[config.mk]
export PLATFORM = sky130hd
export DESIGN_NAME = hazard_forwarding_unit_flat
export DESIGN_NICKNAME = d
export VERILOG_FILES = /design/src/rtl/hazard_forwarding_unit_if.sv /design/src/rtl/hazard_forwarding_unit.sv /design/src/flat_wrapper.sv
export SDC_FILE = /design/constraint.sdc
export NUM_CORES = 1
export LEC_CHECK = 0
export ABC_AREA = 0
export BUFFER_PORTS_ARGS = -buffer_cell sky130_fd_sc_hd__buf_2
export CORE_MARGIN = 10
export CORE_UTILIZATION = 46
export DETAILED_ROUTE_END_ITERATION = 7
export GPL_TIMING_DRIVEN = 0
export PLACE_DENSITY = 0.88
export SYNTH_ARGS = -nofsm -noshare
export SYNTH_HDL_FRONTEND = slang
export SYNTH_SLANG_ARGS = --single-unit
[constraint.sdc]
create_clock -name clk -period 2.4 [get_ports clk]
set_input_delay 0.12 -clock clk [delete_from_list [all_inputs] [get_ports clk]]
set_output_delay 0.12 -clock clk [all_outputs]
set_load 0.005 [all_outputs]
[src/rtl/hazard_forwarding_unit_if.sv]
// Hazard/forwarding unit signal bundle: pipeline-side status in, stall/flush/select controls out.
// Combinational controls, same cycle; no handshake, mem_busy freezes the whole pipeline.
interface hazard_forwarding_unit_if #(
  parameter int ADDR_W = 5,
  parameter int CNT_W  = 16
);
  logic              id_valid;
  logic              id_use_rs1;
  logic              id_use_rs2;
  logic [ADDR_W-1:0] id_rs1;
  logic [ADDR_W-1:0] id_rs2;
  logic [ADDR_W-1:0] ex_rs1;
  logic [ADDR_W-1:0] ex_rs2;
  logic [ADDR_W-1:0] ex_rd;
  logic              ex_regwrite;
  logic              ex_memread;
  logic              ex_branch_taken;
  logic [ADDR_W-1:0] exmem_rd;
  logic              exmem_regwrite;
  logic              exmem_memread;
  logic [ADDR_W-1:0] memwb_rd;
  logic              memwb_regwrite;
  logic              mem_busy;
  logic              cnt_clr;

  logic [1:0]        forward_a;
  logic [1:0]        forward_b;
  logic              id_bypass_a;
  logic              id_bypass_b;
  logic              stall_if;
  logic              stall_id;
  logic              flush_ifid;
  logic              flush_idex;
  logic              freeze;
  logic [CNT_W-1:0]  stall_cycles;

  modport master (
    output id_valid, id_use_rs1, id_use_rs2, id_rs1, id_rs2,
           ex_rs1, ex_rs2, ex_rd, ex_regwrite, ex_memread, ex_branch_taken,
           exmem_rd, exmem_regwrite, exmem_memread,
           memwb_rd, memwb_regwrite, mem_busy, cnt_clr,
    input  forward_a, forward_b, id_bypass_a, id_bypass_b,
           stall_if, stall_id, flush_ifid, flush_idex, freeze, stall_cycles
  );

  modport slave (
    input  id_valid, id_use_rs1, id_use_rs2, id_rs1, id_rs2,
           ex_rs1, ex_rs2, ex_rd, ex_regwrite, ex_memread, ex_branch_taken,
           exmem_rd, exmem_regwrite, exmem_memread,
           memwb_rd, memwb_regwrite, mem_busy, cnt_clr,
    output forward_a, forward_b, id_bypass_a, id_bypass_b,
           stall_if, stall_id, flush_ifid, flush_idex, freeze, stall_cycles
  );
endinterface

[src/rtl/hazard_forwarding_unit.sv]
// Operand forwarding, decode bypass and load-use/branch/freeze hazard control for a 5-stage pipe.
// Controls are combinational (0 cycles); load-use inserts LOAD_STALL bubbles, mem_busy holds everything.
module hazard_forwarding_unit #(
  parameter int ADDR_W     = 5,
  parameter int LOAD_STALL = 1,
  parameter int CNT_W      = 16,
  parameter bit ZERO_REG   = 1'b1
) (
  input logic                   clk,
  input logic                   rst,
  hazard_forwarding_unit_if.slave bus
);

  localparam int              CW       = $clog2(LOAD_STALL) + 1;
  localparam logic [CW-1:0]   CNT_INIT = CW'(LOAD_STALL - 1);

  typedef enum logic {RUN, LU_STALL} state_e;

  state_e            state_q, state_d;
  logic [CW-1:0]     cnt_q, cnt_d;
  logic [CNT_W-1:0]  stall_cycles_q, stall_cycles_d;

  logic              exmem_live, memwb_live, ex_live, hit;
  logic [1:0]        forward_a, forward_b;
  logic              id_bypass_a, id_bypass_b;
  logic              stall_if, stall_id, flush_ifid, flush_idex, freeze;

  always_comb begin
    exmem_live = bus.exmem_regwrite && (!ZERO_REG || bus.exmem_rd != '0);
    memwb_live = bus.memwb_regwrite && (!ZERO_REG || bus.memwb_rd != '0);
    ex_live    = bus.ex_regwrite    && (!ZERO_REG || bus.ex_rd    != '0);
    hit        = bus.id_valid && bus.ex_memread && ex_live &&
                 ((bus.id_use_rs1 && bus.id_rs1 == bus.ex_rd) ||
                  (bus.id_use_rs2 && bus.id_rs2 == bus.ex_rd));
  end

  always_comb begin
    forward_a      = 2'b00;
    forward_b      = 2'b00;
    id_bypass_a    = 1'b0;
    id_bypass_b    = 1'b0;
    stall_if       = 1'b0;
    stall_id       = 1'b0;
    flush_ifid     = 1'b0;
    flush_idex     = 1'b0;
    freeze         = 1'b0;
    state_d        = state_q;
    cnt_d          = cnt_q;
    stall_cycles_d = stall_cycles_q;

    if (!rst) begin
      // A load in EX/MEM has no data yet, so it may only be picked up from MEM/WB.
      if (exmem_live && !bus.exmem_memread && bus.exmem_rd == bus.ex_rs1)
        forward_a = 2'b10;
      else if (memwb_live && bus.memwb_rd == bus.ex_rs1)
        forward_a = 2'b01;

      if (exmem_live && !bus.exmem_memread && bus.exmem_rd == bus.ex_rs2)
        forward_b = 2'b10;
      else if (memwb_live && bus.memwb_rd == bus.ex_rs2)
        forward_b = 2'b01;

      id_bypass_a = memwb_live && bus.memwb_rd == bus.id_rs1 && bus.id_use_rs1;
      id_bypass_b = memwb_live && bus.memwb_rd == bus.id_rs2 && bus.id_use_rs2;
      freeze      = bus.mem_busy;

      // Under freeze the FSM holds, so a pending hit is simply re-seen afterwards.
      if (!bus.mem_busy) begin
        if (bus.ex_branch_taken) begin
          flush_ifid = 1'b1;
          flush_idex = 1'b1;
        end
        if (state_q == LU_STALL) begin
          stall_if   = 1'b1;
          stall_id   = 1'b1;
          flush_idex = 1'b1;
          if (cnt_q == CW'(1)) begin
            state_d = RUN;
            cnt_d   = '0;
          end else begin
            cnt_d = cnt_q - CW'(1);
          end
        end else if (hit && !bus.ex_branch_taken) begin
          stall_if   = 1'b1;
          stall_id   = 1'b1;
          flush_idex = 1'b1;
          if (LOAD_STALL > 1) begin
            state_d = LU_STALL;
            cnt_d   = CNT_INIT;
          end
        end
      end
    end

    if (bus.cnt_clr)
      stall_cycles_d = '0;
    else if (stall_if && !freeze && stall_cycles_q != '1)
      stall_cycles_d = stall_cycles_q + CNT_W'(1);
  end

  always_ff @(posedge clk) begin
    if (rst) begin
      state_q        <= RUN;
      cnt_q          <= '0;
      stall_cycles_q <= '0;
    end else begin
      state_q        <= state_d;
      cnt_q          <= cnt_d;
      stall_cycles_q <= stall_cycles_d;
    end
  end

  assign bus.forward_a    = forward_a;
  assign bus.forward_b    = forward_b;
  assign bus.id_bypass_a  = id_bypass_a;
  assign bus.id_bypass_b  = id_bypass_b;
  assign bus.stall_if     = stall_if;
  assign bus.stall_id     = stall_id;
  assign bus.flush_ifid   = flush_ifid;
  assign bus.flush_idex   = flush_idex;
  assign bus.freeze       = freeze;
  assign bus.stall_cycles = stall_cycles_q;

endmodule

[src/flat_wrapper.sv]
// flat-port wrapper written by rule: the top's interface ports become plain ports
module hazard_forwarding_unit_flat 
#(
  parameter int ADDR_W     = 5,
  parameter int LOAD_STALL = 1,
  parameter int CNT_W      = 16,
  parameter bit ZERO_REG   = 1'b1
)
  (clk, rst, bus_id_valid, bus_id_use_rs1, bus_id_use_rs2, bus_id_rs1, bus_id_rs2, bus_ex_rs1, bus_ex_rs2, bus_ex_rd, bus_ex_regwrite, bus_ex_memread, bus_ex_branch_taken, bus_exmem_rd, bus_exmem_regwrite, bus_exmem_memread, bus_memwb_rd, bus_memwb_regwrite, bus_mem_busy, bus_cnt_clr, bus_forward_a, bus_forward_b, bus_id_bypass_a, bus_id_bypass_b, bus_stall_if, bus_stall_id, bus_flush_ifid, bus_flush_idex, bus_freeze, bus_stall_cycles);
  hazard_forwarding_unit_if #(.ADDR_W(ADDR_W), .CNT_W(CNT_W)) bus_i ();
  input logic clk;
  input logic rst;
  input wire logic [$bits(bus_i.id_valid)-1:0] bus_id_valid;
  input wire logic [$bits(bus_i.id_use_rs1)-1:0] bus_id_use_rs1;
  input wire logic [$bits(bus_i.id_use_rs2)-1:0] bus_id_use_rs2;
  input wire logic [$bits(bus_i.id_rs1)-1:0] bus_id_rs1;
  input wire logic [$bits(bus_i.id_rs2)-1:0] bus_id_rs2;
  input wire logic [$bits(bus_i.ex_rs1)-1:0] bus_ex_rs1;
  input wire logic [$bits(bus_i.ex_rs2)-1:0] bus_ex_rs2;
  input wire logic [$bits(bus_i.ex_rd)-1:0] bus_ex_rd;
  input wire logic [$bits(bus_i.ex_regwrite)-1:0] bus_ex_regwrite;
  input wire logic [$bits(bus_i.ex_memread)-1:0] bus_ex_memread;
  input wire logic [$bits(bus_i.ex_branch_taken)-1:0] bus_ex_branch_taken;
  input wire logic [$bits(bus_i.exmem_rd)-1:0] bus_exmem_rd;
  input wire logic [$bits(bus_i.exmem_regwrite)-1:0] bus_exmem_regwrite;
  input wire logic [$bits(bus_i.exmem_memread)-1:0] bus_exmem_memread;
  input wire logic [$bits(bus_i.memwb_rd)-1:0] bus_memwb_rd;
  input wire logic [$bits(bus_i.memwb_regwrite)-1:0] bus_memwb_regwrite;
  input wire logic [$bits(bus_i.mem_busy)-1:0] bus_mem_busy;
  input wire logic [$bits(bus_i.cnt_clr)-1:0] bus_cnt_clr;
  output wire logic [$bits(bus_i.forward_a)-1:0] bus_forward_a;
  output wire logic [$bits(bus_i.forward_b)-1:0] bus_forward_b;
  output wire logic [$bits(bus_i.id_bypass_a)-1:0] bus_id_bypass_a;
  output wire logic [$bits(bus_i.id_bypass_b)-1:0] bus_id_bypass_b;
  output wire logic [$bits(bus_i.stall_if)-1:0] bus_stall_if;
  output wire logic [$bits(bus_i.stall_id)-1:0] bus_stall_id;
  output wire logic [$bits(bus_i.flush_ifid)-1:0] bus_flush_ifid;
  output wire logic [$bits(bus_i.flush_idex)-1:0] bus_flush_idex;
  output wire logic [$bits(bus_i.freeze)-1:0] bus_freeze;
  output wire logic [$bits(bus_i.stall_cycles)-1:0] bus_stall_cycles;
  assign bus_i.id_valid = bus_id_valid;
  assign bus_i.id_use_rs1 = bus_id_use_rs1;
  assign bus_i.id_use_rs2 = bus_id_use_rs2;
  assign bus_i.id_rs1 = bus_id_rs1;
  assign bus_i.id_rs2 = bus_id_rs2;
  assign bus_i.ex_rs1 = bus_ex_rs1;
  assign bus_i.ex_rs2 = bus_ex_rs2;
  assign bus_i.ex_rd = bus_ex_rd;
  assign bus_i.ex_regwrite = bus_ex_regwrite;
  assign bus_i.ex_memread = bus_ex_memread;
  assign bus_i.ex_branch_taken = bus_ex_branch_taken;
  assign bus_i.exmem_rd = bus_exmem_rd;
  assign bus_i.exmem_regwrite = bus_exmem_regwrite;
  assign bus_i.exmem_memread = bus_exmem_memread;
  assign bus_i.memwb_rd = bus_memwb_rd;
  assign bus_i.memwb_regwrite = bus_memwb_regwrite;
  assign bus_i.mem_busy = bus_mem_busy;
  assign bus_i.cnt_clr = bus_cnt_clr;
  assign bus_forward_a = bus_i.forward_a;
  assign bus_forward_b = bus_i.forward_b;
  assign bus_id_bypass_a = bus_i.id_bypass_a;
  assign bus_id_bypass_b = bus_i.id_bypass_b;
  assign bus_stall_if = bus_i.stall_if;
  assign bus_stall_id = bus_i.stall_id;
  assign bus_flush_ifid = bus_i.flush_ifid;
  assign bus_flush_idex = bus_i.flush_idex;
  assign bus_freeze = bus_i.freeze;
  assign bus_stall_cycles = bus_i.stall_cycles;
  hazard_forwarding_unit #(.ADDR_W(ADDR_W), .LOAD_STALL(LOAD_STALL), .CNT_W(CNT_W), .ZERO_REG(ZERO_REG)) u_core (.clk(clk), .rst(rst), .bus(bus_i));
endmodule
# Word level (Yosys, flattened, before mapping)
# Cells that the tools add are included.
# classes
n_addsub	2
eq_ne	9
n_mux	23
bitwise_logic	1
reduce_logical	29
# ops
cell	count
equality test 5 bit	8
logical AND 1 bit	20
2-to-1 mux 1 bit	19
adder 16 x 1 -> 16 bit (second input constant)	1
inequality test 16 bit (second input constant)	1
nonzero test 5 bit	3
2-to-1 mux 2 bit	4
logical NOT 1 bit	3
AND reduction 2 bit	1
OR reduction 2 bit	1
logical OR 1 bit	1
inverter 1 bit	1
subtractor 1 bit (second input constant)	1
# totals
ff_bits	18
in_bits	48
out_inout_bits	27

# Longest topological paths before layout
# depth
depth_word	11
ltp_mapped	9
mapped_depth_nobuf	7

# Least setup slack after synthesis
# Ideal clock, no wire load.
# synth_path
path_type	flip-flop to flip-flop
from	register u_core.stall_cycles_q[0] (netlist: u_core.bus.stall_cycles[0])
to	register u_core.stall_cycles_q[1] (netlist: u_core.bus.stall_cycles[1])
setup_time_ns	0.128
arrival_time_ns	1.910
path_slack_ns	0.363
stages_incl_launch_ff	10
n_path_buf	2
cell_sequence	dfxtp_1 -> ha_1 -> nand3_1 -> nor4_2 -> a2111oi_2 -> a21oi_2 -> buf_2 -> buf_4 -> mux2i_1 -> nor2_1
# synth_between
elab_chain_cells	2
word_cells_on_any_way	3
# synth_rtl
element	line_no	source
from (decl)	hazard_forwarding_unit.sv:21	logic [CNT_W-1:0] stall_cycles_q, stall_cycles_d;
from (signal assigned)	hazard_forwarding_unit.sv:109	stall_cycles_q <= stall_cycles_d;
parallel branches: the longest is 2 deep, another holds adder 16 x 1 -> 16 bit	-	
# Several ways; the timed one is not identified.
# A chain may end at the register's enable or synchronous reset.

# Final worst setup path
# layout_path
from	register u_core.stall_cycles_q[8] (netlist: u_core.bus.stall_cycles[8])
to	register u_core.stall_cycles_q[1] (netlist: u_core.bus.stall_cycles[1])
# layout_between
elab_chain_cells	2
# layout_rtl
element	line_no	source
inequality test 16 bit	hazard_forwarding_unit.sv:97	else if (stall_if && !freeze && stall_cycles_q != '1)
logical AND 1 bit	hazard_forwarding_unit.sv:97	
# Every way passes these cells.

==> metrics <==
status finished clean; CTS Root Cell clkbuf_4; Critical R2R Capture u_core.bus.stall_cycles[1]$_SDFFE_PP0P_; area leader, netlist dfxtp_1; sequential share of the synthesized area 0.244; Worst Setup End Kind flip-flop; area delta synth->final 30.2%; CTS Buf Count 3; number of synthesized flops with an enable pin 0; Slew @ Worst Pin 0.534 ns; antenna violations before repair 0; number of detailed-route iterations in the first pass 4; hold path start bus_mem_busy; via count 1625; Synth top area share 0.244; Synth Cell Area 1470 sq um; drc violations 0; cell leakage power 0.747 nW; Filler cells 288; Overflow after GRT 0; CTS tree done; Req. time, crit path 2.59 ns; mean post-synth cell area 7.72 sq um; post-synth cell types 38; PwrDens 335 nW/um^2; Clock Path Buffers 2; placed insts 304; share of cells above drive strength 1 0.311; FFs w/ async S/R, synth 0; die width 76.6 um; hold buffers post-CTS 0; Min Hold Slack 0.154 ns; Post-layout nets 314; Reg2Reg Depth 8; register area 360 sq um; Starting Density 0.483; H-tree depth 1; Antenna diodes 0; final hold vios 0; Worst Hold Path EP u_core.state_q$_SDFFE_PP0N_; kind of critical path reg -> reg; Tmin final 2.20 ns; crit-path max FO 10; GPL Wtd Cong 0.841; Rows 20; clk_lat worst skew 0.30 ns; crit path DAT 2.38 ns; post-synthesis register bit count 18; final cell count without fillers 308; Fmax 455 MHz; fin crit share 0.916; post-synthesis instance total 191; commonest non-fill, non-tap cell in the layout buf_2; # setup viols final 0; CP cell instances nand4_1 -> nor4_4 -> a2111oi_2 -> a21oi_2 -> buf_2 -> buf_4 -> mux2i_1 -> nor2_1; RSZ-0062 raised after global routing no; I/O Pins 75; setup TNS 0 ns; die footprint 5870 sq um; Port Buffers 69; mean number of vias per cell 5.28; Slowest cell on crit path dfxtp_1; synth warn 0; DRT antenna net count 0; worst hold path depth 3; DP HPWL 3650 um; Max-cap violations 0; most frequent cells in the layout 70 x buf_2, 28 x xnor2_1, 18 x dfxtp_1, 15 x a21oi_1, 13 x xor2_1; initial DRC count 83; vias in the first global route 1661; final wirelength 4340 um; synth top area cells dfxtp_1 24%, xnor2_1 17%, xor2_1 7.7%; prevailing post-synth register cell dfxtp_1; Core ar. 3050 sq um; Max-slew headroom 0.641; first-pass GRT wire length 7200 um; Worst VDD drop 0.174 mV; worst-case clock skew 0.000840 ns; pin count of the biggest net entering global routing 11; DR WL/cell 14.1 um; HP Class in -> reg; clk slew on worst S/H paths 0.10 ns; GRT Total Usage 0.142; multi-input logic area 1040 sq um; TritonCTS Sinks 18; Slowest Stage Delay on Critical Path 0.45 ns; Die H 76.6 um; Mapped Nets 240; max-slew violations 0; startpoint types flip-flop; flop-to-flop setup slack 0.20 ns; RR Startpoint u_core.bus.stall_cycles[8]$_SDFFE_PP0P_
[critical path: cells and delay by family, from the launching register on]
family | cells | cell delay [ns]
buf+inv | 2 | 0.44
mux | 1 | 0.20
flops | 1 | 0.45
compound gates | 2 | 0.32
simple gates | 3 | 0.67
[cells in the mapped netlist, types with 2 or more instances]
cell / number
a211oi_1: 2
a21oi_1: 15
buf_1: 4
buf_4: 2
clkbuf_1: 5
dfxtp_1: 18
inv_1: 5
nand2_1: 11
nand3_1: 4
nand4_1: 11
nor2_1: 7
nor3_1: 9
nor3b_1: 2
nor4_1: 3
o21ai_1: 12
o31ai_1: 3
or2_2: 2
or3_1: 12
or4_1: 6
xnor2_1: 28
xor2_1: 13
[state kept, by name (all words and copies together), names as in the netlist]
signal	cells
u_core.bus.stall_cycles	16
u_core.cnt_q	1
u_core.state_q	1
[routing by layer]
| layer | GRT usage | share of wire | vias to the layer above |
|---|---|---|---|
| met1 | 0.152 | 0.42 | 719 |
| met4 | 0.0502 | 0.010 | 0 |
| met5 | 0 | 0 | - |
| met2 | 0.246 | 0.47 | 65 |
| li1 | - | - | 837 |
| met3 | 0.0554 | 0.10 | 4 |
[worst max-delay path by stage]
stage | cells past startpoint | slack, ns | start | to
floorplan | 9 | 0.36 | u_core.bus.stall_cycles[0]$_SDFFE_PP0P_ | u_core.bus.stall_cycles[1]$_SDFFE_PP0P_
global placement | 9 | 0.13 | u_core.bus.stall_cycles[0]$_SDFFE_PP0P_ | u_core.bus.stall_cycles[1]$_SDFFE_PP0P_
detailed placement | 9 | 0.08 | u_core.bus.stall_cycles[0]$_SDFFE_PP0P_ | u_core.bus.stall_cycles[1]$_SDFFE_PP0P_
CTS | 9 | 0.05 | u_core.bus.stall_cycles[0]$_SDFFE_PP0P_ | u_core.bus.stall_cycles[1]$_SDFFE_PP0P_
global route | 9 | 0.03 | u_core.bus.stall_cycles[0]$_SDFFE_PP0P_ | u_core.bus.stall_cycles[1]$_SDFFE_PP0P_
finish | 8 | 0.20 | u_core.bus.stall_cycles[8]$_SDFFE_PP0P_ | u_core.bus.stall_cycles[1]$_SDFFE_PP0P_
[repair_timing]
item | in CTS | in global routing
buffers inserted | 0 | 0
endpoints found under the setup margin | 0 | 10
gates resized for setup | 0 | 1
[report_power, final]
group / internal, mW / leakage (nW) / switching, mW
Sequential: 0.299 / 0.145 / 0.00000611
Clock: 0.0925 / 0.0210 / 0.0982
Combinational: 0.0770 / 0.581 / 0.0772
Total: 0.468 / 0.747 / 0.175
[cell families (layout without fill, tap and decap cells)]
kind of cell / Yosys count / in the layout / share of synthesized area
xor+xnor: 41 / 41 / 0.244
compound gates: 39 / 39 / 0.159
mux: 1 / 1 / 0.00679
simple gates: 73 / 73 / 0.281
buf+inv: 18 / 91 / 0.0569
fa+ha+maj: 1 / 1 / 0.00849
flops: 18 / 18 / 0.244
[per-stage QoR]
step	worst slack (ns)	power, mW	area (sq um)	util
after floorplan	0.363	0.391	1470	-
after global placement	0.132	0.457	1870	0.614
after detailed placement	0.0819	0.461	1870	0.614
after CTS	0.0528	0.651	1910	0.626
after global routing	0.0286	0.673	1920	0.629
final	0.201	0.644	1920	0.629
[layout make-up]
cell class	count	area share
flip-flops and latches	18	0.188
plain buffers	13	0.0339
clock buffers	4	0.0189
repair buffers	69	0.180
multi-input cells	155	0.541
inverters	5	0.00978
well taps	44	0.0287
Note: power is estimated with default switching activity, not from simulation.
